### src/rtl/id_ex_stage.sv
// ID/EX pipeline register feeding the ALU.
// Holds one decoded instruction, resolves RAW hazards by forwarding from
// EX/MEM and MEM/WB, and presents ALU operands, store data and destination
// info to the execute stage. Supports hold (stall) and bubble (flush).
module id_ex_stage #(
  parameter int XLEN = 32,
  parameter int RA_W = 5
) (
  input  logic            clk,
  input  logic            reset,
  input  logic            stall,
  input  logic            flush,
  input  logic            in_valid,
  input  logic [XLEN-1:0] in_pc,
  input  logic [XLEN-1:0] in_rs1_data,
  input  logic [XLEN-1:0] in_rs2_data,
  input  logic [XLEN-1:0] in_imm,
  input  logic [RA_W-1:0] in_rs1,
  input  logic [RA_W-1:0] in_rs2,
  input  logic [RA_W-1:0] in_rd,
  input  logic [3:0]      in_alu_ctrl,
  input  logic            in_src_a_pc,
  input  logic            in_src_b_imm,
  input  logic            in_reg_write,
  input  logic            exm_reg_write,
  input  logic [RA_W-1:0] exm_rd,
  input  logic [XLEN-1:0] exm_result,
  input  logic            mwb_reg_write,
  input  logic [RA_W-1:0] mwb_rd,
  input  logic [XLEN-1:0] mwb_result,
  output logic [XLEN-1:0] alu_a,
  output logic [XLEN-1:0] alu_b,
  output logic [3:0]      alu_ctrl,
  output logic [XLEN-1:0] store_data,
  output logic [XLEN-1:0] ex_pc,
  output logic [RA_W-1:0] ex_rd,
  output logic            ex_reg_write,
  output logic            ex_valid
);

  // ADD is the all-zero encoding, so a cleared register reads as ADD.
  localparam logic [3:0] ALU_ADD = 4'b0000;

  // Bypass selection for one source operand. EX/MEM is the younger
  // producer and wins; register x0 is hardwired and never bypassed.
  function automatic logic [XLEN-1:0] fwd_sel(
    input logic [RA_W-1:0] rs,
    input logic [XLEN-1:0] rdata,
    input logic            x_we,
    input logic [RA_W-1:0] x_rd,
    input logic [XLEN-1:0] x_res,
    input logic            w_we,
    input logic [RA_W-1:0] w_rd,
    input logic [XLEN-1:0] w_res
  );
    logic [XLEN-1:0] r;
    r = rdata;
    if (rs != '0) begin
      if (x_we && (x_rd == rs))      r = x_res;
      else if (w_we && (w_rd == rs)) r = w_res;
    end
    return r;
  endfunction

  logic [XLEN-1:0] pc_p0;
  logic [XLEN-1:0] rs1_data_p0;
  logic [XLEN-1:0] rs2_data_p0;
  logic [XLEN-1:0] imm_p0;
  logic [RA_W-1:0] rs1_p0;
  logic [RA_W-1:0] rs2_p0;
  logic [RA_W-1:0] rd_p0;
  logic [3:0]      alu_ctrl_p0;
  logic            src_a_pc_p0;
  logic            src_b_imm_p0;
  logic            reg_write_p0;
  logic            vld_p0;

  logic [XLEN-1:0] fwd1;
  logic [XLEN-1:0] fwd2;

  // ---- Stage p0: ID/EX register (reset/flush > stall > load) ----
  // Capture the decoded instruction; during a stall only the operand data
  // is refreshed with its bypassed value so a retiring producer is kept.
  always_ff @(posedge clk) begin
    if (reset || flush) begin
      pc_p0        <= '0;
      rs1_data_p0  <= '0;
      rs2_data_p0  <= '0;
      imm_p0       <= '0;
      rs1_p0       <= '0;
      rs2_p0       <= '0;
      rd_p0        <= '0;
      alu_ctrl_p0  <= ALU_ADD;
      src_a_pc_p0  <= 1'b0;
      src_b_imm_p0 <= 1'b0;
      reg_write_p0 <= 1'b0;
      vld_p0       <= 1'b0;
    end else if (stall) begin
      rs1_data_p0 <= fwd1;
      rs2_data_p0 <= fwd2;
    end else begin
      pc_p0        <= in_pc;
      rs1_data_p0  <= in_rs1_data;
      rs2_data_p0  <= in_rs2_data;
      imm_p0       <= in_imm;
      rs1_p0       <= in_rs1;
      rs2_p0       <= in_rs2;
      rd_p0        <= in_rd;
      alu_ctrl_p0  <= in_alu_ctrl;
      src_a_pc_p0  <= in_src_a_pc;
      src_b_imm_p0 <= in_src_b_imm;
      reg_write_p0 <= in_reg_write & in_valid;
      vld_p0       <= in_valid;
    end
  end

  // ---- Execute-side outputs: bypass and operand muxes ----
  // Forward each registered source and steer the ALU operand muxes.
  always_comb begin
    fwd1 = fwd_sel(rs1_p0, rs1_data_p0, exm_reg_write, exm_rd, exm_result,
                   mwb_reg_write, mwb_rd, mwb_result);
    fwd2 = fwd_sel(rs2_p0, rs2_data_p0, exm_reg_write, exm_rd, exm_result,
                   mwb_reg_write, mwb_rd, mwb_result);
    alu_a        = src_a_pc_p0  ? pc_p0  : fwd1;
    alu_b        = src_b_imm_p0 ? imm_p0 : fwd2;
    store_data   = fwd2;
    alu_ctrl     = alu_ctrl_p0;
    ex_pc        = pc_p0;
    ex_rd        = rd_p0;
    ex_reg_write = reg_write_p0;
    ex_valid     = vld_p0;
  end

endmodule

### config.mk
export PLATFORM = sky130hd
export DESIGN_NAME = id_ex_stage
export DESIGN_NICKNAME = d
export VERILOG_FILES = /design/src/rtl/id_ex_stage.sv
export SDC_FILE = /design/constraint.sdc
export NUM_CORES = 1
export LEC_CHECK = 0
export ABC_CLOCK_PERIOD_IN_PS = 2300
export CORE_AREA = 2 2 145 147
export CTS_BUF_LIST = sky130_fd_sc_hd__clkbuf_8
export CTS_CLUSTER_SIZE = 8
export DETAILED_ROUTE_END_ITERATION = 12
export DIE_AREA = 0 0 147 149
export DONT_BUFFER_PORTS = 1
export PLACE_DENSITY = 0.52
export SLEW_MARGIN = 20
export SYNTH_ARGS = -nofsm -noshare
export SYNTH_HDL_FRONTEND = slang
export SYNTH_SLANG_ARGS = --single-unit
### constraint.sdc
create_clock -name clk -period 2.3 [get_ports clk]
set_input_delay 0.345 -clock clk [delete_from_list [all_inputs] [get_ports clk]]
set_output_delay 0.345 -clock clk [all_outputs]
set_load 0.05 [all_outputs]
==> results of run 1 <==
-- layout make-up --
cell class	instances	area share (%)
multi-input combinational	639	49.5
sequential	151	23.5
timing repair buffer	205	21.3
tap	275	2.64
clock buffer	18	1.90
clock inverter	14	1.07
inverter	2	0.0576
-- registers in the layout (all words and copies together), names as in the netlist, 4 cells and up --
name and count:
alu_ctrl 4, ex_pc 32, ex_rd 5, imm_p0 32, rs1_data_p0 32, rs1_p0 5, rs2_data_p0 32, rs2_p0 5
-- cell families after synthesis --
logic type,count (synthesis),share of synthesized area [%]
flip-flops,151,36.9
AO/OA/AOI/OAI,197,23.0
AND/OR/NAND/NOR,270,14.3
multiplexers,152,19.1
buffers and inverters,87,4.55
XOR/XNOR,20,2.14
-- through the flow --
step	setup slack, ns	hold slack, ns	power, mW
final	-0.599	0.00833	6.43
after global routing	-0.683	-0.00305	6.68
after CTS	-0.565	0.000166	6.39
after detailed placement	-0.170	0.453	4.17
after global placement	-0.152	0.445	4.15
after floorplan	-0.205	0.435	3.81
-- where the power goes --
| group | total, mW | internal [mW] | switching (mW) |
|---|---|---|---|
| combinational | 1.57 | 0.697 | 0.874 |
| clock | 2.08 | 0.912 | 1.16 |
| sequential | 2.78 | 2.69 | 0.0878 |
-- path summary, 6_finish.rpt --
path / to / slack [ns] / depth (start not counted)
worst max-delay path: alu_b[0] / -0.60 / 7
worst min-delay path: rs2_data_p0[2] / 0.008 / 1
worst max register to register: rs2_data_p0[11] / 0.01 / 9
worst min register to register: rs1_data_p0[29] / 0.48 / 1
-- critical path: cells and delay by family, from the launching register on --
kind,cells,cell delay [ns]
mux,1,0.37
buf+inv,1,0.18
compound gates,2,0.46
flops,1,0.38
xor+xnor,1,0.17
simple gates,2,0.50
-- cells in the mapped netlist (19+ instances only) --
cell                          n
sky130_fd_sc_hd__a211o_1     29
sky130_fd_sc_hd__a22o_1      61
sky130_fd_sc_hd__a32oi_1     29
sky130_fd_sc_hd__buf_2       19
sky130_fd_sc_hd__clkbuf_1    51
sky130_fd_sc_hd__dfxtp_1    151
sky130_fd_sc_hd__mux2_2      35
sky130_fd_sc_hd__mux2i_1    117
sky130_fd_sc_hd__nand2_1     96
sky130_fd_sc_hd__nor2_1      92
sky130_fd_sc_hd__nor3_1      37
sky130_fd_sc_hd__o221ai_1    29
sky130_fd_sc_hd__o2bb2ai_2   30
-- per-layer routing --
layer | global-route usage [%] | vias to the layer above | wire (µm)
li1 | - | 3543 | -
met1 | 33.4 | 3817 | 12800
met2 | 52.1 | 357 | 17400
met3 | 8.53 | 55 | 2660
met4 | 9.90 | 0 | 886
met5 | 0 | - | 0
-- repair_timing --
item | in CTS | in global routing
buffers inserted | 9 | 19
endpoints found under the setup margin | 129 | 125
endpoints found under the hold margin | 14 | 10
resized for setup | 161 | 79
hold buffers | 14 | 10
cloned | 5 | 5
pin swaps | 12 | 31
==> impl_summary.md, run 1 <==
STA
The number of setup violations in the final report is 96. The normalized max-slew margin is 61.7%. The shortest period the worst path allows is 2.90 ns.

The least setup slack across all paths after layout is -0.599 ns. The worst setup skew after layout is 0.0120 ns. The max-slew violation total from the final report is 0. The count of endpoints failing hold in the final timing report is 0. The maximum clock rate is 0.345 GHz. Setup repair after global routing could not meet its margin everywhere. The setup TNS is -48.35 ns. The slew at the pin with the worst max-slew slack is 0.575 ns. The final period utilization is 126%.

Global route
The number of global-route vias before repair is 7963. Entering global routing, the biggest net connects 91 pins. The global-route congestion overflow total is 0. The global-route usage over all layers is 29.1%. The first global-routing pass estimated 48.8 mm of wire.

The number of antenna violations at the first check in global routing was 0.

Flow run
The total of max-cap violations is 0.

Final layout
The design area is 13000 µm². After filler insertion, the fill cell instance count of the layout stands at 1642. Leaving out fill and tap cells, the most frequent cells in the layout are sky130_fd_sc_hd__dfxtp_1 (140), sky130_fd_sc_hd__nand2_1 (90), sky130_fd_sc_hd__mux2i_1 (88), sky130_fd_sc_hd__nor2_1 (88), sky130_fd_sc_hd__buf_4 (62).

The area growth from synthesis to layout is 59.1%. The share of the core filled with cells is 63.4%. The multi-input combinational cells in the finished layout cover a total of 6460 µm².

Once layout is complete, the cells apart from fillers number 1304. The leading cell type in the layout, fill and taps excluded is sky130_fd_sc_hd__dfxtp_1. The net total in the final layout is 1247. The number of diodes added for antenna fixing is 0.

The share of post-route cells with drive strength above 1 is 40.8%. The footprint of the flip-flops and latches is 3060 µm².

Detailed routing
The remaining number of nets flagged by the antenna check after routing is 0. Dividing the detail-routed via count by the number of cells gives 5.96. The number of optimization iterations in the first detailed-route pass is 5. The overall via count from detail_route is 7772. The routed design has 33.8 mm of wire. After detailed routing, the average wire length per cell comes to 25.9 µm. The violation count after the first detailed-routing iteration is 411. For this run, design rule violations remaining after detail routing come to 0.

Die
The die outline width is 147 µm. The number of standard-cell rows in the floorplan is 53. Pin placement for this block handled 370 I/O pins. Once the floorplan was initialized, standard cells occupied 39.8% of the core. The core region is 20600 µm².

The die outline height is 149 µm. The die outline area is 21900 µm².

CTS
TritonCTS built the clock tree. Counting every sink on the clock net gives 151. The number of buffers between clock root and the deepest sink is 2.

The root buffer selected by CTS is sky130_fd_sc_hd__clkbuf_8. Clock-pin slew was measured on the worst setup and hold paths at 0.10 ns. The level count of the clock H-tree is 4. The clock latency at the later pin of the worst-skew pair is 0.47 ns.

The number of buffers created by CTS is 17.

Setup path
The signal on the critical path passes through xnor2_2 -> nand3_2 -> or3_4 -> a21o_4 -> buf_12 -> o2bb2ai_2 -> mux2_4. The worst setup path category is reg -> out. The critical path endpoint category is an output pin.

The cell at the slowest stage of the critical path is sky130_fd_sc_hd__or3_4. The kind of start point of the critical path is a flop. Along the worst path, the maximum fanout reaches 7. In this design, the stage delay of the slowest critical-path cell is 0.40 ns. The critical path data required time is 1.96 ns.

The startpoint identified for the worst register-to-register timing path is rs2_p0[0]. The most critical setup path has its startpoint at rs2_p0[0]. The arrival time of the worst setup path is 2.55 ns.

Placement
After legalization and detailed placement, the total HPWL measured 23.3 mm. The cell count after placement is 1210. Routability-driven placement finished with a final weighted congestion of 0.901. The count of port buffers added during placement is 0.

Summing all placed instances gives a cell area of 10800 µm².

Yosys
The flip-flop and latch count after synthesis is 151. The count of different cell masters after synthesis is 37. Counting every net in the synthesized netlist gives 1108.

In this run the cell area of the synthesized design comes to 8190 µm². The number of enable-type register cells in the synthesized netlist is 0. Dividing the synthesized area by the synthesized cell count gives 9.34 µm². In the synthesized netlist the async set-or-reset flop fraction comes to 0%. The proportion of netlist area held by the largest area contributor is 36.9%. For this run, the leading register cell type out of synthesis is sky130_fd_sc_hd__dfxtp_1. Yosys printed 0 warnings. The post-synthesis cell count is 877.

The sequential area share after synthesis is 36.9%. After synthesis, the cell types taking the most area are sky130_fd_sc_hd__dfxtp_1 (37%), sky130_fd_sc_hd__mux2i_1 (14%), sky130_fd_sc_hd__a22o_1 (6.5%), sky130_fd_sc_hd__o2bb2ai_2 (5.5%), sky130_fd_sc_hd__mux2_2 (4.8%). The library cell occupying the most area in the post-synthesis netlist is sky130_fd_sc_hd__dfxtp_1.

Run status
The flow ran to the end, but the final reports show violations. The final reports fail on negative setup slack.

Worst hold path
The worst hold-check path type is in -> reg. The start point of the worst min-delay path is in_rs2_data[2].

Power and ir drop
The peak supply drop is 0.000328 V. Power spread over the standard cell area amounts to 494 nW/µm². For this design the static power due to leakage is 5.15 nW.
Note: power is estimated with default switching activity, not from simulation.
==> run 2: changes to the inputs <==
--- a/config.mk
+++ b/config.mk
@@ -12,6 +12,8 @@
 export DETAILED_ROUTE_END_ITERATION = 12
 export DIE_AREA = 0 0 147 149
 export DONT_BUFFER_PORTS = 1
+export GPL_ROUTABILITY_DRIVEN = 0
+export GPL_TIMING_DRIVEN = 0
 export PLACE_DENSITY = 0.52
 export SLEW_MARGIN = 20
 export SYNTH_ARGS = -nofsm -noshare
==> run 2 against run 1 <==
Net effect: the flow finishes with violations (negative hold slack, negative setup slack); count of clock-buffer cells in the layout fell by 1; maximum frequency fell by 6.1%; combinational power fell by 13%; setup slack got worse by 0.19 ns; largest cell class unchanged; largest power group unchanged.
==> impl_summary.md, run 2 (synthesis results as in run 1) <==
Power and ir drop
The post-layout total power was 6.46 mW (was 6.43 mW). The peak supply drop came to 0.000357 V (was 0.000328 V). The leakage power figure is 4.63 nW (was 5.15 nW). The power per cell area was 519 nW/µm² (was 494 nW/µm²).

Worst hold path
The worst min-delay path endpoint is imm_p0[3] (was rs2_data_p0[2]). The worst hold-check path type is in -> reg (unchanged). The instance count along the most critical hold path is 2 (was 1).

The start point of the worst min-delay path is in_imm[3] (was in_rs2_data[2]).

CTS
The level count of the clock H-tree came to 4 (unchanged). The number of buffers between clock root and the deepest sink was 2 (unchanged). The CTS tree is done (unchanged). The root buffer selected by CTS is sky130_fd_sc_hd__clkbuf_8 (unchanged). The count of clock tree sinks came to 151 (unchanged).

The clock slew at the register clock pins of the worst setup and hold paths is 0.10 ns (about the same). The number of buffers created by CTS was 17 (unchanged). The clock latency at the later pin of the worst-skew pair is 0.49 ns (was 0.47 ns).

Global route
The number of global-route vias before repair was 8038 (was 7963). The global-route usage over all layers is 30.6% (was 29.1%). The pin count of the biggest net entering global routing is 17 (was 91). The number of antenna violations at the first check in global routing is 0 (unchanged). The global-route congestion overflow total is 0 (unchanged).

The first-pass GRT wire length is 50.5 mm (was 48.8 mm).

STA
The shortest period the worst path allows was 3.09 ns (was 2.90 ns). The normalized max-slew margin came to 21.3% (was 61.7%). The final period utilization is 134% (was 126%). The maximum clock rate is 0.324 GHz (was 0.345 GHz).

The worst hold margin was -0.00601 ns (was 0.00833 ns). The worst setup skew after layout was 0.0123 ns (was 0.0120 ns). The number of setup violations in the final report came to 110 (was 96). The least setup slack across all paths after layout came to -0.788 ns (was -0.599 ns). Setup repair after global routing missed its margin: yes (unchanged).

The setup TNS is -57.26 ns (was -48.35 ns). The max-slew violation total from the final report is 0 (unchanged). The slew at the pin with the worst max-slew slack was 1.18 ns (was 0.575 ns). The count of endpoints failing hold in the final timing report is 4 (was 0).

Setup path
The highest net fanout along the worst path is 10 (was 7). The number of cells on the worst reg-to-reg path came to 12 (was 9). The worst setup path category is reg -> out (unchanged). The kind of start point of the critical path is a flop (unchanged). The internal reg-to-reg setup slack is -0.07 ns (was 0.01 ns). The reg-to-reg endpoint was rs1_data_p0[27] (was rs2_data_p0[11]). The critical path data required time is 1.96 ns (about the same).

The critical path endpoint category is an output pin (unchanged). The startpoint of the worst-slack reg-to-reg timing path is rs1_p0[4] (was rs2_p0[0]). The arrival time of the worst setup path is 2.74 ns (was 2.55 ns).

Die
The die outline width is 147 µm (unchanged). The die outline height is 149 µm (unchanged). The number of top-level design ports was 370 (unchanged). The core outline area is 20600 µm² (unchanged). The initial core utilization is 39.8% (unchanged).

The number of standard-cell rows in the floorplan is 53 (unchanged). The die outline area is 21900 µm² (unchanged).

Detailed routing
The violation count after the first detailed-routing iteration was 444 (was 411). The wire length after detailed routing is 34.7 mm (was 33.8 mm). The met2 layer wire length in the routed design came to 17.1 mm (was 17.4 mm). The topmost layer with routed signal wires is met4 (unchanged).

The post-route met1 wirelength was 13.5 mm (was 12.8 mm). The remaining number of nets flagged by the antenna check after routing came to 0 (unchanged). The routed via count divided by cell count was 6.16 (was 5.96). The number of optimization iterations in the first detailed-route pass is 5 (unchanged). The number of DRC violations after detailed routing is 0 (unchanged).

The sum of met3 wire segment lengths after detailed routing is 3.00 mm (was 2.66 mm). The per-cell routed wire length was 27.3 µm (was 25.9 µm). The overall via count from detail_route is 7827 (was 7772).

Run status
Violations in the final reports: negative hold slack, negative setup slack (was negative setup slack). Status: complete, but fails checks (unchanged).

Flow run
The total of max-cap violations is 0 (unchanged).

Placement
The count of port buffers added during placement is 0 (unchanged). The cell count after placement is 1152 (was 1210). The placement-stage cell area came to 9540 µm² (was 10800 µm²). The total half-perimeter wirelength after legalization and detailed placement is 25.1 mm (was 23.3 mm).

Final layout
The design area came to 12400 µm² (was 13000 µm²). The net total in the final layout was 1213 (was 1247). The leading cell type in the layout, fill and taps excluded is sky130_fd_sc_hd__dfxtp_1 (unchanged). The filler-free cell count of the finished design is 1270 (was 1304). Leading cell types in the layout, fill and taps excluded: sky130_fd_sc_hd__dfxtp_1 (141), sky130_fd_sc_hd__mux2i_1 (96), sky130_fd_sc_hd__nor2_1 (89) (was sky130_fd_sc_hd__dfxtp_1 (140), sky130_fd_sc_hd__nand2_1 (90), sky130_fd_sc_hd__mux2i_1 (88), sky130_fd_sc_hd__nor2_1 (88), sky130_fd_sc_hd__buf_4 (62)).

The number of diodes added for antenna fixing was 0 (unchanged). The area added between synthesis and finish is 52.0% (was 59.1%). The share of post-route cells with drive strength above 1 is 35.4% (was 40.8%).
## run 2: where the power goes
group | switching (mW) | total (mW) | internal [mW]
clock network | 1.22 | 2.23 | 1.01
logic | 0.864 | 1.37 | 0.506
registers | 0.166 | 2.86 | 2.70
## run 2: per-stage QoR
| stage | utilization, % | setup slack, ns | hold slack [ns] |
|---|---|---|---|
| after CTS | 58.3 | -0.769 | 0.000154 |
| after detailed placement | 46.4 | -0.812 | 0.450 |
| after floorplan | - | -0.205 | 0.435 |
| final | 60.5 | -0.788 | -0.00601 |
| after global routing | 60.5 | -0.866 | -0.000635 |
| after global placement | 46.4 | -0.789 | 0.444 |
## run 2: worst max-delay path: stages, from the launching register on
cell and delay (ns):
sky130_fd_sc_hd__dfxtp_2 0.37, sky130_fd_sc_hd__xnor2_2 0.20, sky130_fd_sc_hd__nand3_4 0.14, sky130_fd_sc_hd__or3_1 0.40
sky130_fd_sc_hd__a21o_4 0.30, sky130_fd_sc_hd__buf_12 0.18, sky130_fd_sc_hd__o2bb2ai_4 0.24, sky130_fd_sc_hd__mux2_4 0.41
## run 2: layout make-up
class | count | area [µm²]
fillers | 1688 | 8110
multi-input cells | 640 | 6970
flip-flops and latches | 151 | 3050
repair buffers | 87 | 1030
plain buffers | 83 | 637
well taps | 275 | 344
clock buffers | 17 | 234
clock inverters | 15 | 174
inverters | 2 | 7.51
## run 2: routing by layer
layer | up-vias | GRT usage [%]
met5 | - | 0
met4 | 0 | 9.95
met3 | 77 | 10.2
met2 | 403 | 52.6
met1 | 3865 | 36.1
li1 | 3482 | -
## run 2: what timing repair did
action	CTS	global route
setup endpoints to repair	148	155
hold buffers	42	5
hold endpoints to repair	42	5
gates cloned	8	3
pin swaps	96	51
setup buffers	28	5
gates resized for setup	236	89
## run 2: how the worst max path moves through the flow
stage,slack (ns),depth (start not counted),startpoint,endpoint
final,-0.79,7,rs2_p0[3],alu_b[11]
after global routing,-0.87,8,rs2_p0[2],alu_b[11]
after CTS,-0.77,7,rs2_p0[3],alu_b[11]
after detailed placement,-0.81,7,mwb_reg_write,alu_b[0]
after global placement,-0.79,7,mwb_reg_write,alu_b[0]
after floorplan,-0.20,7,mwb_reg_write,alu_b[0]
==> run 3: changes to the inputs <==
--- a/config.mk
+++ b/config.mk
@@ -13,7 +13,7 @@
 export DIE_AREA = 0 0 147 149
 export DONT_BUFFER_PORTS = 1
 export GPL_ROUTABILITY_DRIVEN = 0
-export GPL_TIMING_DRIVEN = 0
+export GPL_TIMING_DRIVEN = 1
 export PLACE_DENSITY = 0.52
 export SLEW_MARGIN = 20
 export SYNTH_ARGS = -nofsm -noshare
==> run 3 against run 2 <==
Net effect: the run ends with negative setup slack left; critical path depth stayed put; clock skew is 0.012 ns higher; final area is 1.3% higher; combinational power is 7% higher; sequential share of layout area is 0.36 points lower; non-clock buffer count is 14 higher; register-to-register slack better by 0.10 ns; via count is 1.8% lower; setup slack better by 0.25 ns; first-iteration DRC count is 16% lower; routed wire length is 4.6% lower; critical path type unchanged; largest power group unchanged.
==> impl_summary.md, run 3 (synthesis results as in run 1) <==
Final layout
The share of post-route cells with drive strength above 1 is 39.0% (was 35.4%). The design area is 12600 µm² (was 12400 µm²). The number of fillers in the final layout was 1644 (was 1688). The leading cell type in the layout, fill and taps excluded is sky130_fd_sc_hd__dfxtp_1 (unchanged).

The net total in the final layout is 1226 (was 1213). The share of the core filled with cells is 61.3% (was 60.5%). The footprint of the flip-flops and latches is 3040 µm² (was 3050 µm²).

The area occupied by multi-input gates was 6410 µm² (was 6970 µm²). The number of diodes added for antenna fixing is 0 (unchanged). The area added between synthesis and finish is 53.9% (was 52.0%). Leading cell types in the layout, fill and taps excluded: sky130_fd_sc_hd__dfxtp_1 (141), sky130_fd_sc_hd__mux2i_1 (93), sky130_fd_sc_hd__nor2_1 (88) (was sky130_fd_sc_hd__dfxtp_1 (141), sky130_fd_sc_hd__mux2i_1 (96), sky130_fd_sc_hd__nor2_1 (89)).

Global route
The global-route congestion overflow total was 0 (unchanged). The fraction of met3 tracks used by global routing is 9.30% (was 10.2%). The global-route usage over all layers is 29.0% (was 30.6%). The number of global-route vias before repair is 8120 (was 8038). The first-pass GRT wire length was 48.4 mm (was 50.5 mm). The met2 track demand over resource is 50.1% (was 52.6%).

The pin count of the biggest net entering global routing came to 91 (was 17). The met1 usage in global routing came to 33.8% (was 36.1%). The number of antenna violations at the first check in global routing is 0 (unchanged). The most heavily used metal layer in global routing was met2 (unchanged).

Die
The initial core utilization is 39.8% (unchanged). The core outline area is 20600 µm² (unchanged). The die outline area is 21900 µm² (unchanged). The die outline height is 149 µm (unchanged).

The number of standard-cell rows in the floorplan is 53 (unchanged). The die outline width is 147 µm (unchanged). The number of top-level design ports is 370 (unchanged).

Setup path
The critical path endpoint category is an output pin (unchanged). The largest delay contributor family on the critical path was simple AND/OR/NAND/NOR gates (unchanged). The critical path's largest stage delay came to 0.39 ns (was 0.41 ns). The cell at the slowest stage of the critical path is sky130_fd_sc_hd__or3_1 (was sky130_fd_sc_hd__mux2_4). The number of cells on the critical path is 7 (unchanged).

The kind of start point of the critical path is a flop (unchanged). The number of cells on the worst reg-to-reg path is 9 (was 12). The reg-to-reg endpoint is rs1_data_p0[18] (was rs1_data_p0[27]). The startpoint of the worst-slack reg-to-reg timing path was rs1_p0[4] (unchanged). The arrival time of the worst setup path is 2.50 ns (was 2.74 ns). The internal reg-to-reg setup slack is 0.03 ns (was -0.07 ns). The number of buffers and inverters on the critical path is 1 (unchanged). The critical path data required time was 1.96 ns (about the same). CP Cell Sequence: xnor2_1 -> nand3_2 -> or3_1 -> a21o_4 -> buf_12 -> o2bb2ai_2 -> mux2_4 (was xnor2_2 -> nand3_4 -> or3_1 -> a21o_4 -> buf_12 -> o2bb2ai_4 -> mux2_4). The source of the critical timing path is rs2_p0[3] (unchanged).

The worst setup path category is reg -> out (unchanged). The highest net fanout along the worst path is 13 (was 10).

STA
The count of endpoints failing hold in the final timing report was 0 (was 4). The max-slew violation total from the final report is 0 (unchanged). The final period utilization is 123% (was 134%). The slew at the pin with the worst max-slew slack is 0.583 ns (was 1.18 ns). Setup repair after global routing missed its margin: yes (unchanged). The least setup slack across all paths after layout came to -0.540 ns (was -0.788 ns). The shortest period the worst path allows is 2.84 ns (was 3.09 ns).

The worst setup skew after layout is 0.0242 ns (was 0.0123 ns). The normalized max-slew margin was 61.1% (was 21.3%). The number of setup violations in the final report is 96 (was 110). The maximum clock rate was 0.352 GHz (was 0.324 GHz).

Worst hold path
The worst min-delay path endpoint is ex_rd[1] (was imm_p0[3]). The worst hold-check path type was in -> reg (unchanged). The instance count along the most critical hold path is 2 (unchanged). The start point of the worst min-delay path was in_rd[1] (was in_imm[3]).

Power and ir drop
The leakage power figure is 4.97 nW (was 4.63 nW). The power per cell area is 506 nW/µm² (was 519 nW/µm²). The peak supply drop is 0.000377 V (was 0.000357 V).

Detailed routing
The wire length after detailed routing is 33.1 mm (was 34.7 mm). The routed via count divided by cell count is 5.99 (was 6.16). The per-cell routed wire length is 25.8 µm (was 27.3 µm). The number of optimization iterations in the first detailed-route pass is 5 (unchanged).

The overall via count from detail_route is 7686 (was 7827). The remaining number of nets flagged by the antenna check after routing came to 0 (unchanged). The violation count after the first detailed-routing iteration is 374 (was 444). The number of DRC violations after detailed routing is 0 (unchanged).

Flow run
The total of max-cap violations came to 0 (unchanged).

CTS
The clock latency at the later pin of the worst-skew pair came to 0.46 ns (was 0.49 ns). The count of clock tree sinks came to 151 (unchanged). The CTS tree is done (unchanged). The number of buffers between clock root and the deepest sink is 2 (unchanged). The root buffer selected by CTS is sky130_fd_sc_hd__clkbuf_8 (unchanged). The clock slew at the register clock pins of the worst setup and hold paths came to 0.12 ns (was 0.10 ns).

The number of buffers created by CTS is 17 (unchanged). The level count of the clock H-tree is 4 (unchanged).

Placement
The total half-perimeter wirelength after legalization and detailed placement is 23.2 mm (was 25.1 mm). The placement-stage cell area was 10800 µm² (was 9540 µm²). The count of port buffers added during placement is 0 (unchanged).

Run status
Violations in the final reports: negative setup slack (was negative hold slack, negative setup slack). Status: complete, but fails checks (unchanged).
-- run 3: cell types whose count changed in the layout (fill, tap and decap cells not counted), sizes merged --
cell         change
clkinv           +1
dlygate4sd3     -15
clkbuf          -47
clkinvlp         +1
bufinv           -2
buf             +76
o21ai            -1
-- run 3: repair_timing --
action	CTS	global route
resized for setup	176	21
setup buffers	3	1
endpoints found under the hold margin	20	13
hold buffers	20	12
pin swaps	27	6
endpoints found under the setup margin	129	126
gates cloned	3	1
-- run 3: how the worst max path moves through the flow --
stage                       to  slack (ns)
6_report              alu_b[0]       -0.54
5_1_grt              alu_b[24]       -0.65
4_1_cts              alu_a[26]       -0.56
3_5_place_dp   rs1_data_p0[30]       -0.19
3_3_place_gp         alu_b[17]       -0.18
2_1_floorplan         alu_b[0]       -0.20
-- run 3: power breakdown --
group	internal (mW)	total (mW)	switching (mW)	leakage, nW
registers	2.70	2.79	0.0872	1.24
logic	0.623	1.47	0.852	3.53
clock network	0.836	2.12	1.28	0.203
-- run 3: stage by stage --
| step | instances | setup WS [ns] | setup TNS (ns) | hold WS (ns) | power [mW] |
|---|---|---|---|---|---|
| finish | 1283 | -0.540 | -41.67 | 0.0286 | 6.38 |
| global route | 1283 | -0.649 | -54.34 | -0.0000283 | 6.63 |
| CTS | 1269 | -0.557 | -45.74 | 0.000352 | 6.37 |
| detailed placement | 1211 | -0.189 | -9.15 | 0.450 | 4.17 |
| global placement | 1211 | -0.183 | -7.08 | 0.446 | 4.15 |
| floorplan | 877 | -0.205 | -4.35 | 0.435 | 3.81 |
-- run 3: cell type report --
| type | instances | share of cell area [%] |
|---|---|---|
| Tap cell | 275 | 2.73 |
| Clock buffer | 17 | 1.86 |
| Clock inverter | 15 | 1.35 |
| Inverter | 2 | 0.0596 |
| Multi-Input combinational cell | 639 | 50.9 |
| Timing Repair Buffer | 184 | 19.0 |
| Sequential cell | 151 | 24.1 |
-- run 3: per-layer routing --
metal / wire length [µm] / vias up / share of wire [%]
met4: 908 / 0 / 2.7
met1: 13000 / 3759 / 39
met3: 2570 / 51 / 7.8
met2: 16600 / 375 / 50
li1: - / 3501 / -
met5: 0 / - / 0
